### src/rtl/trap_pkg.sv
// Shared constants and types for the trap sequencer.
// CSR addresses, cause codes, mstatus fields and FSM states.
package trap_pkg;

  localparam logic [11:0] CSR_MSTATUS = 12'h300;
  localparam logic [11:0] CSR_MTVEC   = 12'h305;
  localparam logic [11:0] CSR_MEPC    = 12'h341;
  localparam logic [11:0] CSR_MCAUSE  = 12'h342;

  localparam int unsigned CAUSE_ILLEGAL = 2;
  localparam int unsigned CAUSE_BREAK   = 3;
  localparam int unsigned CAUSE_ECALL_M = 11;

  localparam int MIE_BIT  = 3;
  localparam int MPIE_BIT = 7;
  localparam int MPP_HI   = 12;
  localparam int MPP_LO   = 11;

  localparam logic [1:0] CSR_OP_RW = 2'b01;

  typedef enum logic [2:0] {
    S_IDLE,
    S_W_MEPC,
    S_W_MCAUSE,
    S_W_MSTATUS,
    S_R_MSTATUS,
    S_REDIRECT
  } trap_state_e;

endpackage

### src/rtl/trap_cause_enc.sv
// Priority encoder for retire-time trap events.
// illegal > ebreak > ecall > mret; lower events are discarded.
module trap_cause_enc
  import trap_pkg::*;
#(
  parameter int XLEN = 32
) (
  input  logic            ecall,
  input  logic            ebreak,
  input  logic            illegal,
  input  logic            mret,
  output logic            take,
  output logic            is_mret,
  output logic [XLEN-1:0] cause
);

  // Pick the highest-priority flag and its cause code
  always_comb begin
    take    = 1'b1;
    is_mret = 1'b0;
    cause   = '0;
    if (illegal) begin
      cause = XLEN'(CAUSE_ILLEGAL);
    end else if (ebreak) begin
      cause = XLEN'(CAUSE_BREAK);
    end else if (ecall) begin
      cause = XLEN'(CAUSE_ECALL_M);
    end else if (mret) begin
      is_mret = 1'b1;
    end else begin
      take = 1'b0;
    end
  end

endmodule

### src/rtl/trap_ctrl.sv
// Trap sequencer and owner of the CSR write port.
// Passes instruction writes through when idle, else sequences traps.
module trap_ctrl
  import trap_pkg::*;
#(
  parameter int         XLEN              = 32,
  parameter logic [1:0] RESET_MSTATUS_MPP = 2'b11
) (
  input  logic            i_clk,
  input  logic            i_rst_n,
  input  logic            i_valid,
  input  logic [XLEN-1:0] i_pc,
  input  logic            i_ecall,
  input  logic            i_ebreak,
  input  logic            i_illegal,
  input  logic            i_mret,
  input  logic            i_inst_csr_we,
  input  logic [11:0]     i_inst_csr_addr,
  input  logic [1:0]      i_inst_csr_op,
  input  logic [XLEN-1:0] i_inst_csr_wdata,
  input  logic [XLEN-1:0] i_mtvec,
  input  logic [XLEN-1:0] i_mepc,
  input  logic [XLEN-1:0] i_mstatus,
  output logic            o_csr_we,
  output logic [11:0]     o_csr_addr,
  output logic [1:0]      o_csr_op,
  output logic [XLEN-1:0] o_csr_wdata,
  output logic            o_stall,
  output logic            o_redirect_valid,
  input  logic            i_redirect_ready,
  output logic [XLEN-1:0] o_redirect_pc,
  output logic            o_busy
);

  trap_state_e     state;
  logic [XLEN-1:0] r_pc;
  logic [XLEN-1:0] r_cause;
  logic            r_is_mret;

  logic            take;
  logic            is_mret;
  logic [XLEN-1:0] cause;
  logic            idle;
  logic            accept;
  logic [XLEN-1:0] ms_trap;
  logic [XLEN-1:0] ms_mret;
  logic [XLEN-1:0] vec_base;
  logic            unused_mtvec;

  trap_cause_enc #(
    .XLEN(XLEN)
  ) u_enc (
    .ecall  (i_ecall),
    .ebreak (i_ebreak),
    .illegal(i_illegal),
    .mret   (i_mret),
    .take   (take),
    .is_mret(is_mret),
    .cause  (cause)
  );

  assign idle     = (state == S_IDLE);
  assign accept   = idle & i_rst_n & i_valid & take;
  assign o_stall  = ~idle | accept;
  assign o_busy   = ~idle;
  assign vec_base = {i_mtvec[XLEN-1:2], 2'b00};

  // Mode bits are direct-only, so the low mtvec bits are ignored
  assign unused_mtvec = ^i_mtvec[1:0];

  // New mstatus images for trap entry and mret
  always_comb begin
    ms_trap = i_mstatus;
    ms_trap[MPIE_BIT] = i_mstatus[MIE_BIT];
    ms_trap[MIE_BIT] = 1'b0;
    ms_trap[MPP_HI:MPP_LO] = RESET_MSTATUS_MPP;
    ms_mret = i_mstatus;
    ms_mret[MIE_BIT] = i_mstatus[MPIE_BIT];
    ms_mret[MPIE_BIT] = 1'b1;
    ms_mret[MPP_HI:MPP_LO] = RESET_MSTATUS_MPP;
  end

  // Sequencer state and latched trap context
  always_ff @(posedge i_clk) begin
    if (!i_rst_n) begin
      state     <= S_IDLE;
      r_pc      <= '0;
      r_cause   <= '0;
      r_is_mret <= 1'b0;
    end else begin
      unique case (state)
        S_IDLE: begin
          if (accept) begin
            r_pc      <= i_pc;
            r_cause   <= cause;
            r_is_mret <= is_mret;
            state     <= is_mret ? S_R_MSTATUS : S_W_MEPC;
          end
        end
        S_W_MEPC:    state <= S_W_MCAUSE;
        S_W_MCAUSE:  state <= S_W_MSTATUS;
        S_W_MSTATUS: state <= S_REDIRECT;
        S_R_MSTATUS: state <= S_REDIRECT;
        S_REDIRECT: begin
          if (i_redirect_ready) state <= S_IDLE;
        end
        default:     state <= S_IDLE;
      endcase
    end
  end

  // Write port and redirect decode from the current state
  always_comb begin
    o_csr_we         = 1'b0;
    o_csr_addr       = '0;
    o_csr_op         = '0;
    o_csr_wdata      = '0;
    o_redirect_valid = 1'b0;
    o_redirect_pc    = '0;
    unique case (state)
      S_IDLE: begin
        if (i_rst_n && !accept) begin
          o_csr_we    = i_inst_csr_we;
          o_csr_addr  = i_inst_csr_addr;
          o_csr_op    = i_inst_csr_op;
          o_csr_wdata = i_inst_csr_wdata;
        end
      end
      S_W_MEPC: begin
        o_csr_we    = 1'b1;
        o_csr_addr  = CSR_MEPC;
        o_csr_op    = CSR_OP_RW;
        o_csr_wdata = r_pc;
      end
      S_W_MCAUSE: begin
        o_csr_we    = 1'b1;
        o_csr_addr  = CSR_MCAUSE;
        o_csr_op    = CSR_OP_RW;
        o_csr_wdata = r_cause;
      end
      S_W_MSTATUS: begin
        o_csr_we    = 1'b1;
        o_csr_addr  = CSR_MSTATUS;
        o_csr_op    = CSR_OP_RW;
        o_csr_wdata = ms_trap;
      end
      S_R_MSTATUS: begin
        o_csr_we    = 1'b1;
        o_csr_addr  = CSR_MSTATUS;
        o_csr_op    = CSR_OP_RW;
        o_csr_wdata = ms_mret;
      end
      S_REDIRECT: begin
        o_redirect_valid = 1'b1;
        o_redirect_pc    = r_is_mret ? i_mepc : vec_base;
      end
      default: ;
    endcase
  end

endmodule

### config.mk
export PLATFORM = sky130hd
export DESIGN_NAME = trap_ctrl
export DESIGN_NICKNAME = d
export VERILOG_FILES = /design/src/rtl/trap_pkg.sv /design/src/rtl/trap_cause_enc.sv /design/src/rtl/trap_ctrl.sv
export SDC_FILE = /design/constraint.sdc
export NUM_CORES = 1
export LEC_CHECK = 0
export ABC_AREA = 1
export CAP_MARGIN = 20
export CORE_AREA = 4 4 100 102
export CTS_CLUSTER_DIAMETER = 100
export CTS_CLUSTER_SIZE = 10
export DETAILED_ROUTE_END_ITERATION = 16
export DIE_AREA = 0 0 104 106
export PLACE_DENSITY = 0.93
export REMOVE_ABC_BUFFERS = 1
export SLEW_MARGIN = 0
export SYNTH_ARGS = -nofsm -noshare
export SYNTH_HDL_FRONTEND = slang
export SYNTH_SLANG_ARGS = --single-unit
export TNS_END_PERCENT = 100
### constraint.sdc
create_clock -name i_clk -period 2.3 [get_ports i_clk]
set_input_delay 0.46 -clock i_clk [delete_from_list [all_inputs] [get_ports i_clk]]
set_output_delay 0.46 -clock i_clk [all_outputs]
set_load 0.02 [all_outputs]
; ---- After elaboration in Yosys (flattened, before gate mapping)
; Index checks and enable logic that the tools add are counted.
[word_totals]
wordCells = 48
reg_bits = 68
[classes]
n_reduce_logical = 7
bitwise = 5
n_mux = 25
eq_ne = 7
[ops]
columns = cell, n
row1 = $mux W32, 5
row2 = $pmux W32 S5, 1
row3 = $pmux W12 S4, 1
row4 = $pmux W3 S5, 1
row5 = $mux W12, 1
row6 = $mux W1, 9
row7 = $mux W3, 3
row8 = $eq A3 B2 Y1 const B, 2
row9 = $eq A3 B3 Y1 const B, 2
row10 = $mux W4, 1
row11 = $pmux W2 S2, 1
row12 = $reduce_and A2 Y1, 2
row13 = $reduce_or A4 Y1, 1
row14 = $and A1 B1 Y1, 3
row15 = $eq A3 B1 Y1 const B, 1
row16 = $logic_not A3 Y1, 1
row17 = $mux W2, 1
row18 = $ne A2 B1 Y1 const B, 1
row19 = $ne A2 B2 Y1 const B, 1
row20 = $pmux W1 S2, 1
row21 = $reduce_or A2 Y1, 1
row22 = $logic_and A1 B1 Y1, 1
row23 = $logic_not A1 Y1, 1
row24 = $not A1 Y1, 1
row25 = $or A1 B1 Y1, 1

; ---- Logic depth before layout (Yosys ltp)
; Gate-level depths: netlist (run 1).
[depth]
depth_word = 9
depth_mapped = 8

; ---- Hierarchy
; From an unflattened synthesis (run 1), not the netlist that was laid out.
[unflattened]
hier_cells = 886
area_unflattened_um2 = 5019.8
[modules_own_cells]
columns = mod, cells_each, seq_area_each_um2, n_inst, area_per_inst_um2
row1 = trap_ctrl, 847, 1361.3, 1, 4755.8
row2 = trap_cause_enc, 39, 0.0, 1, 264.0

; ---- Worst setup path before layout (run 1)
; No wires, ideal clock.
[synth_timing]
path_kind = input to output
start = input i_rst_n
end = output o_csr_wdata[12]
t_required_ns = 1.840
path_stages = 7
t_arrival_ns = 1.497
setup_slack_ns = 0.343
cell_sequence = buf_2 nand2_1 nor2_8 nand2_4 nand2_2 buf_4 o21ai_1
[synth_via]
elab_chain_len = 7
[synth_lines]
columns = item, line_no
row1 = from (decl), trap_ctrl.sv:10  ; input logic i_rst_n,
row2 = $and A1 B1 Y1 (3 in series), trap_ctrl.sv:63  ; assign accept = idle & i_rst_n & i_valid & take;
row3 = $logic_not A1 Y1, trap_ctrl.sv:122  ; if (i_rst_n && !accept) begin
row4 = $logic_and A1 B1 Y1 (*), trap_ctrl.sv:122
row5 = $mux W32 (*), trap_ctrl.sv:122
row6 = $pmux W32 S5 (*), trap_ctrl.sv:120  ; unique case (state)
row7 = to (decl), trap_ctrl.sv:27  ; output logic [XLEN-1:0] o_csr_wdata,
; Mark *: on every way between the ends. The rest lies on a longest branch, timed or not.

; ---- Worst setup path in the final report (run 1)
[layout_timing]
start = register state[1]
end = output o_redirect_pc[0]
[layout_via]
elab_chain_len = 2
[layout_lines]
columns = item, line_no
row1 = from (decl), trap_ctrl.sv:35  ; trap_state_e state;
row2 = from (signal assigned), trap_ctrl.sv:97  ; state <= is_mret ? S_R_MSTATUS : S_W_MEPC;
row3 = $eq A3 B3 Y1, trap_ctrl.sv:120
row4 = $mux W32, trap_ctrl.sv:120
row5 = to (decl), trap_ctrl.sv:31  ; output logic [XLEN-1:0] o_redirect_pc,
; Every way passes these cells.

==> results_dict.tcl, run 1 <==
set metrics [dict create \
    grt_max_degree 37 \
    drv_cap 0 \
    start_util_pct 30.7 \
    critPathMaxStageDelay_ns 0.63 \
    rsz0062_at_grt "no" \
    gp_congestion 0.927 \
    core_region_area_um2 9110 \
    clkLatencyLatePin_ns 0.29 \
    ys_ff_latch 39 \
    stdcell_area_um2 5780 \
    setup_viol 0 \
    post-route-util_pct 63.5 \
    yosysUniqueCellTypes 24 \
    cp.arrival_ns 1.77 \
    max_slew_margin_pct 67.9 \
    post-route-period-util_pct 97.1 \
    grt_remaining_overflow 0 \
    num_rows 35 \
    dr.pass1.iters 5 \
    drcViolationCount 0 \
    cts_sinks 39 \
    drtIter0Drc 287 \
    yosys.area.top_type "dfxtp_1" \
    finClkSkew_ns 0.00708 \
    syn_area_um2 2800 \
    ctsHtreeMaxLevel 2 \
    start_kind "register" \
    hpwl_um 11500 \
    critical_path.cell_chain "inv_1 > nand3_1 > buf_12 > nor2_1 > clkdlybuf4s50_1" \
    drive_above_1_share_pct 16.5 \
    yosysWarnings 0 \
    wl_per_cell_um 18.1 \
    worstPathRequired_ns 1.84 \
    fmax_ghz 0.448 \
    root_buffer "clkbuf_8" \
    fillerInstances 807 \
    cp_max_fo 34 \
    cts_tree "yes" \
    p_leak_uw 0.00278 \
    critical_path_class "reg -> out" \
    slowest_stage "clkdlybuf4s50_1" \
    powerDensity_nw_per_um2 557 \
    grtUsageTotal_pct 26.7 \
    ys_top_cells_by_area "dfxtp_1 (28%), nand2_1 (22%), nand3_1 (14%), a21oi_1 (13%), a22oi_1 (7.0%)" \
    ant_nets 0 \
    die-width_um 104 \
    grt_pass1_wl_um 23500 \
    end_kind "primary output" \
    die_area_um2 11000 \
    vias 4452 \
    yosysSeqAreaShare_pct 27.9 \
    vdd_drop_max_v 0.000467 \
    die_h_um 106 \
    hold_viol_final 0 \
    antenna_cells 0 \
    antenna_found_initial 0 \
    ios 265 \
    synth_area_per_cell_um2 6.01 \
    grt_pass1_vias 4520 \
    cts_max_path_buffers 2 \
    viasPerCell 5.20 \
    netlist_instances 465 \
    period_needed_ns 2.23 \
    status "completed" \
    tns_ns 0 \
    postPlaceCellArea_um2 5650 \
    netlist.area_leader.share_pct 27.9 \
    hold_class "reg -> reg" \
    path_clk_slew_ns 0.08 \
    area.growth.synth_to_final_pct 107 \
    nets 927 \
    worst_slew_pin_slew_ns 0.481 \
    slew_violations 0 \
    wirelength_um 15500 \
    port-buffer-count 260 \
    cts_buffers 5 \
]
## state kept, by name, indices dropped and copies added, names as in the netlist
register	cells
state	3
r_is_mret	1
r_cause	3
r_pc	32
## synthesized netlist by cell type
| library cell | n |
|---|---|
| nand2_1 | 161 |
| nand3_1 | 78 |
| a21oi_1 | 71 |
| dfxtp_1 | 39 |
| a22oi_1 | 26 |
| clkbuf_1 | 20 |
| nor2_1 | 19 |
| inv_1 | 14 |
| buf_2 | 11 |
| buf_4 | 5 |
| o21ai_0 | 3 |
| buf_6 | 2 |
| inv_2 | 2 |
| nand2_4 | 2 |
| nand4_1 | 2 |
| nor2_4 | 2 |
| a21oi_2 | 1 |
| buf_1 | 1 |
| nand2_2 | 1 |
| nand3_4 | 1 |
| nor2_8 | 1 |
| nor3b_1 | 1 |
| o21ai_1 | 1 |
| or2_2 | 1 |
## logic make-up after synthesis
family	count (synthesis)	share of synthesized area (%)
DFF	39	27.9
buffers and inverters	55	9.09
and+or+nand+nor	269	42.3
AOI/OAI and AO/OA	102	20.7
## per-layer routing
layer	global-route usage [%]	share of wire (%)	vias up
met2	49.9	51	276
met5	0	0	-
met1	28.1	36	2016
li1	-	-	2117
met3	7.41	9.5	43
met4	11.3	3.4	0
## critical path, delay by kind of cell, from the launching register on
family / cells / cell delay, ns
flops: 1 / 0.35
buf+inv: 3 / 0.91
simple gates: 2 / 0.21
## where the power goes
part | total (uW) | leakage [uW] | internal [uW] | switching (uW)
clock | 454 | 0.0000412 | 212 | 242
combinational | 1990 | 0.00242 | 952 | 1040
sequential | 779 | 0.000319 | 735 | 44.5
## layout make-up
| class | instances | area [um2] | area share [%] |
|---|---|---|---|
| tap | 111 | 139 | 2.40 |
| clock inverter | 2 | 12.5 | 0.216 |
| sequential | 39 | 785 | 13.6 |
| timing repair buffer | 311 | 2930 | 50.7 |
| multi-input combinational | 371 | 1780 | 30.8 |
| clock buffer | 6 | 72.6 | 1.25 |
| inverter | 16 | 60.1 | 1.04 |
## metrics by stage
stage                     instances  hold WS (ns)  total power (uW)  setup slack (ns)
after global routing            856         0.493              3410          0.000341
after CTS                       855         0.470              3230           0.00578
after global placement          834         0.449              2590            -0.480
after floorplan                 426         0.441              1560            -0.309
after detailed placement        834         0.458              2620            -0.540
final                           856         0.469              3220            0.0675
## layout by cell type, fill, tap and decap left out, types with 2 or more instances in the layout
master and instances:
nand4_1 2, a21oi_1 71, dfxtp_1 36, buf_4 58
a22oi_1 26, buf_16 2, nor2_4 2, clkbuf_2 5
nand2_4 3, clkdlybuf4s15_2 2, dlygate4sd2_1 31, clkbuf_8 5
inv_2 5, inv_1 11, dlymetal6s2s_1 9, clkdlybuf4s50_1 176
nor2_1 18, nand2_1 158, buf_6 6, dfxtp_2 3
o21ai_0 3, buf_12 4, buf_2 17, nand3_1 78
nand2_2 3
## path summary, 6_finish.rpt
path / from / end / slack (ns) / depth (start not counted)
hold reg to reg: r_pc[1]$_SDFFE_PN0P_ / r_pc[1]$_SDFFE_PN0P_ / 0.47 / 2
setup / recovery: state[1]$_SDFFE_PN0P_ / o_redirect_pc[0] / 0.07 / 5
hold / removal: r_pc[1]$_SDFFE_PN0P_ / r_pc[1]$_SDFFE_PN0P_ / 0.47 / 2
setup reg to reg: state[1]$_SDFFE_PN0P_ / r_pc[3]$_SDFFE_PN0P_ / 0.66 / 7
## timing repair
item	4_1_cts	5_1_grt
endpoints found under the setup margin	75	44
cloned	3	0
pin swaps	3	6
gates resized for setup	201	25
buffers inserted	10	2
hold buffers	0	0
Power figures use the tool's default switching activity.
==> run 2, diff against run 1 <==
Settings changed: ABC_CLOCK_PERIOD_IN_PS from default to 2300, CELL_PAD_IN_SITES_DETAIL_PLACEMENT from default to 2, CELL_PAD_IN_SITES_GLOBAL_PLACEMENT from default to 2, CORE_AREA 4 4 100 102 to default, CORE_MARGIN from default to 4, CORE_UTILIZATION from default to 14, DIE_AREA 0 0 104 106 to default, PLACE_DENSITY 0.93 to 0.95.
==> run 2 against run 1 <==
Effect of this change: total power up 12%; core utilization down 32 points; clock skew down 0.00052 ns; register-to-register slack about the same; die area up 100%; combinational power up 8%; clock power up 52%; first-iteration DRC count down 73%; design area up 6.0%; routed wire length up 23%; largest cell class unchanged.
==> results_dict.tcl, run 2 (synthesized netlist as in run 1, its figures left out) <==
set metrics [dict create \
    vdd_drop_max_v 0.000271 \
    pwr-share-comb_pct 59.2 \
    die-width_um 149 \
    critical_path.cell_chain "clkdlybuf4s15_2 > nor2_4 > nand3_4 > a21oi_4 > buf_4 > buf_12 > nand3_1 > nand2_1 > clkdlybuf4s15_2" \
    ios 265 \
    start_kind "primary input" \
    period_needed_ns 2.24 \
    ff_latch_area_um2 783 \
    critPathMaxStageDelay_ns 0.26 \
    grt_remaining_overflow 0 \
    critical_path_class "in -> out" \
    ff2ff_setup_slack_ns 0.65 \
    drv_cap 0 \
    cts_tree "yes" \
    die_h_um 149 \
    die_area_um2 22300 \
    status "completed" \
    ant_nets 0 \
    worstPathRequired_ns 1.84 \
    antenna_found_initial 1 \
    clkLatencyLatePin_ns 0.28 \
    fmax_ghz 0.447 \
    vias 4464 \
    cp.arrival_ns 1.78 \
    drtIter0Drc 78 \
    clkPwrFrac_pct 19.1 \
    fillerInstances 2291 \
    port-buffer-count 260 \
    timing.rr.end "r_pc[29]$_SDFFE_PN0P_" \
    drive_above_1_share_pct 17.0 \
    wirelength_um 19000 \
    largest-register "r_pc" \
    slowest_stage "clkdlybuf4s15_2" \
    max_slew_margin_pct 71.0 \
    r2r_start "state[0]$_SDFFE_PN0P_" \
    swShare_pct 40.5 \
    grt_max_degree 37 \
    cp-endpoint "o_csr_addr[6]" \
    final_common_cell "clkdlybuf4s50_1" \
    worst_slew_pin_slew_ns 0.435 \
    sequentialPowerShare_pct 21.7 \
    top_regs "r_pc (32), r_cause (3), state (3)" \
    gp_congestion 0.729 \
    dr.pass1.iters 5 \
    root_buffer "clkbuf_16" \
    wl_per_cell_um 18.9 \
    r2r_cells 7 \
    post-route-util_pct 31.4 \
    multiInputGateArea_um2 1800 \
    num_rows 51 \
    power_uw 3610 \
    slew_violations 0 \
    hold_viol_final 0 \
    nets 922 \
    final_cell_mix "clkdlybuf4s50_1 (174), nand2_1 (158), nand3_1 (78)" \
    p_leak_uw 0.00290 \
    dpl.cell_count 983 \
    powerDensity_nw_per_um2 589 \
    hold_class "reg -> reg" \
    finClkSkew_ns 0.00656 \
    largest_register_ffs 32 \
    path_clk_slew_ns 0.06 \
    hpwl_um 14800 \
    power_switching_uw 1460 \
    start_util_pct 14.3 \
    viasPerCell 4.44 \
    rsz0062_at_grt "yes" \
    post-route-period-util_pct 97.3 \
    cts_max_path_buffers 2 \
    postPlaceCellArea_um2 5910 \
    end_kind "primary output" \
    grt_pass1_vias 5049 \
    ctsHtreeMaxLevel 2 \
    area.growth.synth_to_final_pct 119 \
    cp_max_fo 19 \
    cts_sinks 39 \
    stdcell_area_um2 6130 \
    stdcell_count 1005 \
    cp-startpoint "i_ebreak" \
    drcViolationCount 0 \
    grtUsageTotal_pct 16.2 \
    p_int_uw 2150 \
    crit_path_frequent_cell "clkdlybuf4s15_2" \
    setup_viol 0 \
    grt_pass1_wl_um 28000 \
    core_region_area_um2 19500 \
    cts_buffers 5 \
    antenna_cells 0 \
]
run 2: cell types whose count changed in the layout (fill, tap and decap cells not counted), sizes merged:
cell	change
clkdlybuf4s15	+7
dlygate4sd2	-12
dlymetal6s2s	+7
clkdlybuf4s18	+1
clkdlybuf4s50	-2
clkbuf	+9
buf	-15
run 2: repair_timing:
item,CTS,global route
gates cloned,2,0
pin swaps,5,2
hold endpoints to repair,0,0
gates resized for setup,187,52
endpoints found under the setup margin,80,61
hold buffers,0,0
setup buffers,12,1
run 2: critical path, delay by kind of cell:
kind                   cells  cell delay (ns)
buffers and inverters      4             0.77
AND/OR/NAND/NOR            4             0.39
AO/OA/AOI/OAI              1             0.14
run 2: routing by layer:
layer	track usage, %	vias to the layer above	wire, um
met5	0	-	13
met4	3.52	2	306
met3	5.07	24	1670
met2	31.5	203	10000
met1	16.8	2130	6960
li1	-	2105	-
run 2: how the worst min path moves through the flow:
stage	slack (ns)	cells past startpoint	to	startpoint
finish	0.47	2	r_pc[9]$_SDFFE_PN0P_	r_pc[9]$_SDFFE_PN0P_
global route	0.49	2	r_pc[26]$_SDFFE_PN0P_	r_pc[26]$_SDFFE_PN0P_
CTS	0.47	2	r_pc[9]$_SDFFE_PN0P_	r_pc[9]$_SDFFE_PN0P_
detailed placement	0.46	2	r_pc[26]$_SDFFE_PN0P_	r_pc[26]$_SDFFE_PN0P_
global placement	0.45	2	r_pc[1]$_SDFFE_PN0P_	r_pc[1]$_SDFFE_PN0P_
floorplan	0.44	2	r_pc[11]$_SDFFE_PN0P_	r_pc[11]$_SDFFE_PN0P_
run 2: per-stage QoR:
step | setup TNS, ns | worst slack [ns] | hold slack [ns]
4_1_cts | 0 | 0.000237 | 0.471
3_5_place_dp | -27.89 | -0.645 | 0.461
6_report | 0 | 0.0614 | 0.468
3_3_place_gp | -23.61 | -0.543 | 0.451
5_1_grt | -0.0336 | -0.0336 | 0.490
2_1_floorplan | -11.04 | -0.309 | 0.441
run 2: layout make-up:
| type | instances | area share (%) |
|---|---|---|
| Inverter | 16 | 0.980 |
| Clock buffer | 6 | 2.10 |
| Sequential cell | 39 | 12.8 |
| Timing Repair Buffer | 306 | 49.2 |
| Clock inverter | 2 | 0.204 |
| Tap cell | 265 | 5.41 |
| Multi-Input combinational cell | 371 | 29.4 |
run 2: power groups by stage:
stage / Combinational, uW / Clock, uW / Sequential [uW]
after floorplan: 779 / 0 / 781
after global placement: 1920 / 0 / 790
after detailed placement: 1980 / 0 / 793
after CTS: 2250 / 707 / 781
after global routing: 2310 / 741 / 789
final: 2140 / 691 / 782
==> run 3, diff against run 2 <==
Settings changed: CAP_MARGIN 20 to 40, SKIP_LAST_GASP from default to 1.
==> run 3 against run 2 <==
Effect of this change: the flow now finishes with violations (setup timing); maximum frequency fell by 3.9%; die area unchanged; sequential share of layout area is essentially flat; clock skew down 0.0011 ns; critical endpoint is now o_csr_addr[8].
==> results_dict.tcl, run 3 (synthesized netlist as in run 1, its figures left out) <==
set metrics [dict create \
    status "complete, but fails checks" \
    violations "setup timing" \
    max_slew_margin_pct 71.0 \
    ios 265 \
    final_cell_mix "clkdlybuf4s50_1 (174), nand2_1 (158), nand3_1 (78)" \
    dr.pass1.iters 4 \
    use_met1_pct 16.8 \
    clkLatencyLatePin_ns 0.28 \
    antenna_found_initial 1 \
    rsz0062_at_grt "yes" \
    vias 4478 \
    die-width_um 149 \
    largest-register "r_pc" \
    period_needed_ns 2.33 \
    core_region_area_um2 19500 \
    grt_remaining_overflow 0 \
    cp_max_fo 19 \
    cp-startpoint "i_ebreak" \
    ctsHtreeMaxLevel 2 \
    critical_path_class "in -> out" \
    min_from "r_pc[9]$_SDFFE_PN0P_" \
    ant_nets 0 \
    grt_max_degree 37 \
    nets 922 \
    slowest_stage "clkdlybuf4s15_1" \
    die_h_um 149 \
    port-buffer-count 260 \
    finClkSkew_ns 0.00550 \
    start_util_pct 14.3 \
    end_kind "primary output" \
    post-route-period-util_pct 101 \
    place_ws_ns -0.645 \
    critical_path.cell_chain "clkdlybuf4s15_2 > nor2_4 > nand3_4 > a21oi_4 > buf_4 > buf_12 > nand3_1 > nand2_1 > clkdlybuf4s15_1" \
    critPathMaxStageDelay_ns 0.30 \
    drive_above_1_share_pct 16.9 \
    root_buffer "clkbuf_16" \
    final.setup.worst_slack_ns -0.0299 \
    drcViolationCount 0 \
    p_leak_uw 0.00290 \
    viasPerCell 4.46 \
    cts_tree "yes" \
    worstPathRequired_ns 1.84 \
    grtUsageMet3_pct 5.07 \
    worst_slew_pin_slew_ns 0.435 \
    gp_congestion 0.729 \
    slew_violations 0 \
    hold_class "reg -> reg" \
    largest_register_ffs 32 \
    start_kind "primary input" \
    area.growth.synth_to_final_pct 120 \
    hold_viol_final 0 \
    drtIter0Drc 91 \
    stdcell_count 1005 \
    grt.busiest_layer "met2" \
    wl_per_cell_um 18.9 \
    crit_buf_inv 4 \
    drv_cap 0 \
    top_regs "r_pc (32), r_cause (3), state (3)" \
    cpLargestDelayFamily "buffers and inverters" \
    cts_buffers 5 \
    antenna_cells 0 \
    fmax_ghz 0.429 \
    cts_sinks 39 \
    wirelength_um 19000 \
    setup_viol 1 \
    use_met2_pct 31.5 \
    grt_pass1_vias 5049 \
    hold_buffers 0 \
    powerDensity_nw_per_um2 589 \
    cts_max_path_buffers 2 \
    path_clk_slew_ns 0.06 \
    dpl.cell_count 983 \
    num_rows 51 \
    hpwl_um 14800 \
    grt_pass1_wl_um 28000 \
    die_area_um2 22300 \
    final_common_cell "clkdlybuf4s50_1" \
    r2r_start "state[0]$_SDFFE_PN0P_" \
    vdd_drop_max_v 0.000268 \
    grtUsageTotal_pct 16.2 \
    cp.arrival_ns 1.87 \
]
-- run 3: cell count changes in the layout (fill, tap and decap cells not counted), sizes merged --
| cell | before | now |
|---|---|---|
| clkdlybuf4s15 | 9 | 10 |
| buf | 73 | 72 |
-- run 3: where the power goes --
group / leakage (uW) / switching [uW] / internal, uW
Clock: 0.0000669 / 287 / 401
Combinational: 0.00252 / 1130 / 1020
Sequential: 0.000318 / 46.5 / 736
-- run 3: per-stage QoR --
| step | hold WS, ns | cell area (um2) | setup TNS [ns] | util [%] | total power, uW |
|---|---|---|---|---|---|
| 3_3_place_gp | 0.451 | 5910 | -23.61 | 30.2 | 2710 |
| 3_5_place_dp | 0.461 | 5910 | -27.89 | 30.2 | 2770 |
| 6_report | 0.468 | 6140 | -0.0299 | 31.4 | 3620 |
| 4_1_cts | 0.471 | 6230 | -0.0590 | 31.9 | 3730 |
| 2_1_floorplan | 0.441 | 2600 | -11.04 | - | 1560 |
| 5_1_grt | 0.490 | 6140 | -0.132 | 31.4 | 3840 |
-- run 3: metal layers --
layer | part of all wire [%] | wire [um]
met1 | 36 | 6910
met2 | 53 | 10000
met3 | 9.1 | 1730
met4 | 1.6 | 303
met5 | 0.068 | 13
-- run 3: repair_timing --
action	CTS	global route
endpoints found under the setup margin	80	61
resized for setup	185	53
cloned	2	0
pin swaps	5	2
buffers inserted	12	1
-- run 3: final cells by class --
class	instances	area (um2)
Clock buffer	6	129
Inverter	16	60.1
Tap cell	265	332
Clock inverter	2	12.5
Sequential cell	39	783
Multi-Input combinational cell	371	1800
Fill cell	2290	13400
Timing Repair Buffer	306	3020
-- run 3: worst register-to-register path: stages (launching register included) --
cell     delay (ns)
dfxtp_2        0.35
nor2_4         0.15
nand2_4        0.08
buf_4          0.16
nor2_8         0.09
buf_4          0.38
nand3_1        0.17
a21oi_1        0.18
-- run 3: worst paths after layout --
kind	endpoint	slack, ns	cells after the start
setup / recovery	o_csr_addr[8]	-0.03	9
setup reg to reg	r_pc[29]$_SDFFE_PN0P_	0.65	7
hold reg to reg	r_pc[9]$_SDFFE_PN0P_	0.47	2
hold / removal	r_pc[9]$_SDFFE_PN0P_	0.47	2
